File: config.mk
export PLATFORM = sky130hd
export DESIGN_NAME = busarb_rr
export DESIGN_NICKNAME = d
export VERILOG_FILES = /design/src/rtl/busarb_pkg.sv /design/src/rtl/busarb_pick.sv /design/src/rtl/busarb_rr.sv
export SDC_FILE = /design/constraint.sdc
export NUM_CORES = 1
export LEC_CHECK = 0
export CORE_AREA = 3 3 53 55
export DETAILED_ROUTE_END_ITERATION = 7
export DIE_AREA = 0 0 56 58
export PLACE_DENSITY = 0.66
export SYNTH_ARGS = -nofsm -noshare
export SYNTH_HDL_FRONTEND = slang
export SYNTH_SLANG_ARGS = --single-unit
File: constraint.sdc
create_clock -name clk -period 2.79 [get_ports clk]
set_clock_uncertainty 0.2 [all_clocks]
set_input_delay 0.4185 -clock clk [delete_from_list [all_inputs] [get_ports clk]]
set_output_delay 0.4185 -clock clk [all_outputs]
set_load 0.02 [all_outputs]
File: src/rtl/busarb_pkg.sv
// Shared definitions for the round-robin / fixed-priority bus arbiter.
`timescale 1ns/1ps
package busarb_pkg;

   localparam logic MODE_FIXED = 1'b0;
   localparam logic MODE_RR    = 1'b1;

   typedef enum logic {
      ST_IDLE = 1'b0,
      ST_OWN  = 1'b1
   } state_t;

   // Index width for a range of n values; never below 1 so vectors stay legal.
   function automatic int idx_w(input int n);
      return (n > 1) ? $clog2(n) : 1;
   endfunction

endpackage

File: src/rtl/busarb_pick.sv
// Combinational rotating-priority picker: first set request at or above the start index, wrapping.
`timescale 1ns/1ps
module busarb_pick
   import busarb_pkg::*;
#(
   parameter  int N  = 4,
   localparam int IW = idx_w(N)
) (
   input  logic [N-1:0]  r,
   input  logic [IW-1:0] ptr,
   input  logic          mode,
   output logic [N-1:0]  win,
   output logic [IW-1:0] win_id,
   output logic          any
);

   logic [IW-1:0] start;
   logic [IW-1:0] idx;
   logic          found;

   // Fixed priority is just the rotating scan anchored at index 0.
   assign start = (mode == MODE_RR) ? ptr : '0;
   assign any   = |r;

   always_comb begin
      win    = '0;
      win_id = '0;
      found  = 1'b0;
      idx    = '0;
      for (int i = 0; i < N; i++) begin
         idx = IW'((int'(start) + i) % N);
         if (!found && r[idx]) begin
            found       = 1'b1;
            win[idx]    = 1'b1;
            win_id      = idx;
         end
      end
   end

endmodule

File: src/rtl/busarb_rr.sv
// N-requester bus arbiter: fixed or round-robin pick, grant held while requested, bounded hold time.
`timescale 1ns/1ps
module busarb_rr
   import busarb_pkg::*;
#(
   parameter  int N        = 4,
   parameter  int MAX_HOLD = 8,
   localparam int IW       = idx_w(N)
) (
   input  logic          clk,
   input  logic          rst,
   input  logic [N-1:0]  r,
   input  logic          mode,
   output logic [N-1:0]  out,
   output logic [IW-1:0] gnt_id,
   output logic          busy
);

   // state   | meaning
   // ST_IDLE | bus free; arbitrate among r this cycle
   // ST_OWN  | requester gnt_id owns the bus; cnt = cycles owned so far

   localparam int             CW       = idx_w(MAX_HOLD + 1);
   localparam logic [CW-1:0]  CNT_SAT  = {CW{1'b1}};
   localparam logic [CW-1:0]  CNT_MAX  = CW'(MAX_HOLD);
   localparam logic [IW-1:0]  LAST_ID  = IW'(N - 1);

   state_t        state, state_nx;
   logic [N-1:0]  out_nx;
   logic [IW-1:0] gnt_id_nx;
   logic [IW-1:0] ptr, ptr_nx;
   logic [CW-1:0] cnt, cnt_nx;

   logic [N-1:0]  pick_win;
   logic [IW-1:0] pick_id;
   logic          pick_any;
   logic          owner_req;
   logic          timeout;

   busarb_pick #(.N(N)) u_pick (
      .r      (r),
      .ptr    (ptr),
      .mode   (mode),
      .win    (pick_win),
      .win_id (pick_id),
      .any    (pick_any)
   );

   assign owner_req = r[gnt_id];
   assign timeout   = (MAX_HOLD != 0) && (cnt == CNT_MAX);
   assign busy      = |out;

   always_ff @(posedge clk or posedge rst) begin
      if (rst) begin
         state  <= ST_IDLE;
         out    <= '0;
         gnt_id <= '0;
         ptr    <= '0;
         cnt    <= '0;
      end else begin
         state  <= state_nx;
         out    <= out_nx;
         gnt_id <= gnt_id_nx;
         ptr    <= ptr_nx;
         cnt    <= cnt_nx;
      end
   end

   always_comb begin
      state_nx  = state;
      out_nx    = out;
      gnt_id_nx = gnt_id;
      ptr_nx    = ptr;
      cnt_nx    = cnt;
      case (state)
         ST_IDLE: begin
            if (pick_any) begin
               state_nx  = ST_OWN;
               out_nx    = pick_win;
               gnt_id_nx = pick_id;
               cnt_nx    = CW'(1);
               if (mode == MODE_RR) begin
                  ptr_nx = (pick_id == LAST_ID) ? '0 : pick_id + IW'(1);
               end
            end
         end
         ST_OWN: begin
            // Other requesters are ignored here; release always passes through one idle cycle.
            if (!owner_req || timeout) begin
               state_nx = ST_IDLE;
               out_nx   = '0;
            end else if (cnt != CNT_SAT) begin
               cnt_nx = cnt + CW'(1);
            end
         end
         default: begin
            state_nx = ST_IDLE;
            out_nx   = '0;
         end
      endcase
   end

endmodule

; ---- Word-level counts from Yosys, hierarchy flattened
; Index checks and enable logic that the tools add are counted.
[word_totals]
out_inout_bits = 7
register_bits = 13
in_bits = 7
[classes]
n_lt_le_gt_ge = 9
n_mux = 41
add_sub_neg = 5
n_eq_ne = 7
n_reduce_logical = 18
n_bitwise = 4
[op_table]
columns = op, count
row1 = $mux W4, 9
row2 = $pmux W4 S2, 2
row3 = $lt A2 B3 Y1 const B, 5
row4 = $mux W1, 14
row5 = $mux W2, 6
row6 = $or A4 B4 Y4, 3
row7 = $bmux W1 S2, 5
row8 = $demux W1 S2, 4
row9 = $ge A2 B1 Y1 const B, 4
row10 = $reduce_or A4 Y1, 2
row11 = $logic_and A1 B1 Y1, 7
row12 = $reduce_and A3 Y1, 2
row13 = $add A2 B1 Y2 const B, 2
row14 = $add A2 B2 Y2 const B, 2
row15 = $add A4 B1 Y4 const B, 1
row16 = $eq A4 B4 Y1 const B, 1
row17 = $logic_not A1 Y1, 4
row18 = $ne A2 B1 Y1 const B, 2
row19 = $ne A2 B2 Y1 const B, 2
row20 = $ne A4 B4 Y1 const B, 1
row21 = $reduce_and A2 Y1, 2
row22 = $eq A2 B2 Y1 const B, 1
row23 = $pmux W1 S2, 1
row24 = $logic_or A1 B1 Y1, 1
row25 = $not A1 Y1, 1

; ---- Logic depth before layout (Yosys ltp)
[logic_depth]
word_depth = 15
mapped_depth = 8
ltp_nobuf = 8

; ---- Cells and area by module
; A second synthesis with hierarchy kept.
[unflattened]
cells_unflattened = 132
hier_area_um2 = 1211.2
[modules_own_cells]
columns = module, area_each_um2, seq_area_each_um2, instances, cells_per_inst
row1 = busarb_rr, 686.9, 325.3, 1, 66
row2 = busarb_pick, 524.3, 0.0, 1, 66

; ---- Least setup slack after synthesis
; No wires, ideal clock.
[synth_path]
path_kind = input port to flip-flop
start = input port mode
end = register ptr[1]
slack_ns = 0.243
t_arrival_ns = 2.223
n_path_buf = 0
t_required_ns = 2.465
path_stages = 8
path_cell_list = nand2_1 -> ha_1 -> mux2i_1 -> and2_1 -> a2111o_1 -> o211a_1 -> xor2_1 -> mux2_2
[synth_via]
elab_chain_cells = 15
word_cells_on_any_way = 29
classes_between = add/sub (4) / eq/ne (1) / mux (17) / reduce/logical (7)
[synth_rtl]
columns = item, line
row1 = from (decl), busarb_rr.sv:13  ; input logic mode,
row2 = "parallel branches: the longest is 15 deep, another holds $add A2 B1 Y2", n/a
row3 = to (signal assigned), busarb_rr.sv:64  ; ptr <= ptr_nx;
row4 = to (decl), busarb_rr.sv:31  ; logic [IW-1:0] ptr, ptr_nx;
; Parallel ways; which one is timed is not known. The select of a mux whose other input is x is not followed.
; A chain may end at the register's enable or synchronous reset.

; ---- Final worst setup path
[layout_path]
start = input port r[0]
end = register ptr[1]
[layout_via]
elab_chain_cells = 14
word_cells_on_any_way = 26
classes_between = add/sub (1) / eq/ne (1) / mux (16) / reduce/logical (8)
[layout_rtl]
columns = item, line
row1 = from (decl), busarb_rr.sv:12  ; input logic [N-1:0] r,
row2 = $bmux W1 S2, busarb_pick.sv:32  ; if (!found && r[idx]) begin
row3 = $mux W1 (implied by the code), busarb_pick.sv:32
row4 = $mux W1, busarb_pick.sv:32
row5 = $logic_not A1 Y1, busarb_pick.sv:32
row6 = $logic_and A1 B1 Y1, busarb_pick.sv:32
row7 = $mux W1, busarb_pick.sv:32
row8 = $logic_not A1 Y1, busarb_pick.sv:32
row9 = $logic_and A1 B1 Y1, busarb_pick.sv:32
row10 = $mux W1, busarb_pick.sv:32
row11 = $logic_not A1 Y1, busarb_pick.sv:32
row12 = $logic_and A1 B1 Y1, busarb_pick.sv:32
row13 = $mux W2, busarb_pick.sv:32
row14 = $add A2 B1 Y2 / $eq A2 B2 Y1 (equally long branches), busarb_rr.sv:83  ; ptr_nx = (pick_id == LAST_ID) ? '0 : pick_id + IW'(1);
row15 = $mux W2, busarb_rr.sv:83
; Parallel ways exist; a longest one is shown, timed or not. The select of a mux whose other input is x is not followed.

==> impl_metrics.tcl <==
set metrics [dict create \
    path_class "input pin to register" \
    grt_max_degree 14 \
    viasPerCell 5.46 \
    syn_area_per_cell_um2 9.43 \
    synth-async-reset-ratio 1.00 \
    num-nets-final 167 \
    drv_cap 0 \
    total_power_uw 1320 \
    diodes 0 \
    routed_wl_um 2480 \
    yosys_most_used_dff "dfrtp_1" \
    ys_top_cells_by_count "15 x nand2_1, 13 x dfrtp_1, 10 x ha_1" \
    syn-cell-area_mm2 0.00107 \
    crit_family "multiplexers" \
    grt-ovfl-total 0 \
    grt_pass1_vias 907 \
    required_ns 2.75 \
    worstMarginPinSlew_ns 0.656 \
    clock_path_buffers 2 \
    htree_levels 1 \
    drcViolationCount 0 \
    synth_edf_count 0 \
    peakVddDrop_v 0.000718 \
    floorplan.initialDensity 0.442 \
    tritoncts "built" \
    utilization 0.586 \
    yosysTopAreaCellShare 0.303 \
    tns_ns 0 \
    core_area_mm2 0.00243 \
    gp_routability_congestion 0.830 \
    ioPinCount 14 \
    critPathMaxFanout 7 \
    critical_path_arrival_ns 2.46 \
    path_cells "clkdlybuf4s50_1 > mux4_2 > a21o_1 > a311o_1 > xor2_1 > mux2_2" \
    std_cell_rows 18 \
    cp_slowest_cell "clkdlybuf4s50_1" \
    synth.most_common_cell "nand2_1" \
    fin_area_mm2 0.00143 \
    syn_nets 131 \
    startpoint_type "input pin" \
    rrSetupSlack_ns 0.30 \
    dr.pass1.iters 4 \
    rsz0062_at_grt "false" \
    hold_viol 0 \
    maxSlewViolCount 0 \
    ant_nets 0 \
    hold_class "input pin to asynchronous set/reset pin" \
    cts.clk_slew.worst_paths_ns 0.07 \
    powerDensity_mw_per_mm2 922 \
    synth_area_leaders "dfrtp_1 30%, ha_1 12%, mux4_2 6.3%" \
    synth_seq_area_share 0.303 \
    crit_path_end_kind "register" \
    placed_cell_area_mm2 0.00138 \
    die_y_um 58 \
    ys_warn_count 0 \
    io_buffer_count 13 \
    avgRoutedWirePerCell_um 13.8 \
    dieArea_mm2 0.00325 \
    cts-root-buf "clkbuf_4" \
    num_vias 978 \
    ys_types 33 \
    die-width_um 56 \
    clk_latency_ns 0.27 \
    cts_buffers 3 \
    clock.fmax_mhz 401 \
    synth_area_leader_cell "dfrtp_1" \
    antenna_found_initial 0 \
    ys_ff_latch 13 \
    layout-drive-gt1-share 0.228 \
    drt_iter0_drc 19 \
    slew_headroom 0.561 \
    grt.total_usage 0.163 \
    syn_to_final_growth_pct 32.7 \
    clock_sinks 13 \
    crit_buf_inv 1 \
    slowest_delay_ns 0.55 \
    post-route-min-period_ns 2.50 \
    grt_first_pass_wirelength_um 4130 \
    finalCritPeriodShare 0.895 \
    place_hpwl_um 1960 \
    holdWs_ns 0.260 \
    power.leakage_uw 0.000681 \
    setup_viol 0 \
    status "completed" \
    synth_cells 114 \
]
-- metrics by stage --
stage	setup slack, ns	std cells
after detailed placement	-0.269	175
after global routing	0.182	179
after CTS	0.0207	179
after floorplan	0.243	114
after global placement	-0.228	175
final	0.294	179
-- layout make-up --
| cell class | instances | area [um2] |
|---|---|---|
| Clock buffer | 4 | 26.3 |
| Multi-Input combinational cell | 93 | 739 |
| Timing Repair Buffer | 31 | 268 |
| Sequential cell | 13 | 325 |
| Inverter | 8 | 30.0 |
| Fill cell | 215 | 1010 |
| Tap cell | 30 | 37.5 |
-- where the power goes --
group	leakage, uW	internal, uW	switching [uW]
registers	0.000163	270	85.1
clock network	0.0000150	55.4	54.1
logic	0.000503	428	423
total	0.000681	753	562
-- cells in the final DEF, fill, tap and decap left out, types with 2 or more instances in the layout --
| master | instances |
|---|---|
| a21o_1 | 5 |
| a41oi_1 | 4 |
| and3_1 | 3 |
| buf_4 | 18 |
| clkbuf_4 | 3 |
| clkdlybuf4s50_1 | 12 |
| dfrtp_1 | 13 |
| ha_1 | 9 |
| inv_1 | 7 |
| mux2_2 | 5 |
| mux2i_1 | 3 |
| mux2i_2 | 2 |
| mux4_2 | 3 |
| nand2_1 | 15 |
| nand3_1 | 7 |
| nor2_1 | 6 |
| o21ai_0 | 9 |
| xor2_1 | 3 |
-- metal layers --
metal | GRT usage | wire length (um) | vias to the layer above
li1 | - | - | 498
met1 | 0.195 | 1120 | 465
met2 | 0.299 | 1270 | 11
met3 | 0.0490 | 79 | 4
met4 | 0.0203 | 15 | 0
met5 | 0 | 0 | -
-- worst register-to-register path, cell delays in order, from the launching register on --
cell and delay (ns):
dfrtp_1 0.47, nand2_4 0.11, ha_4 0.28, mux2i_2 0.16, and2_1 0.19, a2111o_1 0.40, o211a_1 0.16, xor2_1 0.17
mux2_2 0.26
-- final timing paths --
path                            startpoint  endpoint  cells after the start
worst max-delay path                  r[0]    ptr[1]                      6
worst min-delay path                   rst    cnt[1]                      2
worst max register to register      ptr[0]    ptr[1]                      8
worst min register to register      out[0]    out[0]                      1
max in group asynchronous              rst    out[0]                      2
min in group clk                    out[0]    out[0]                      1
-- sequential cells by signal, summed over array words and instances (netlist names) --
signal and flops:
state 1, out 4, gnt_id 2, cnt 4, ptr 2
-- what timing repair did --
item / in CTS / in global routing
hold buffers: 0 / 0
resized for setup: 0 / 4
buffers inserted: 0 / 0
endpoints found under the hold margin: 0 / 0
setup endpoints to repair: 0 / 1
-- cell families after synthesis --
| group | count (synthesis) | synth area share |
|---|---|---|
| xor+xnor | 3 | 0.0245 |
| flops | 13 | 0.303 |
| buf+inv | 8 | 0.0279 |
| compound gates | 26 | 0.175 |
| simple gates | 41 | 0.192 |
| fa+ha+maj | 10 | 0.116 |
| mux | 13 | 0.162 |
Power figures use the tool's default switching activity.
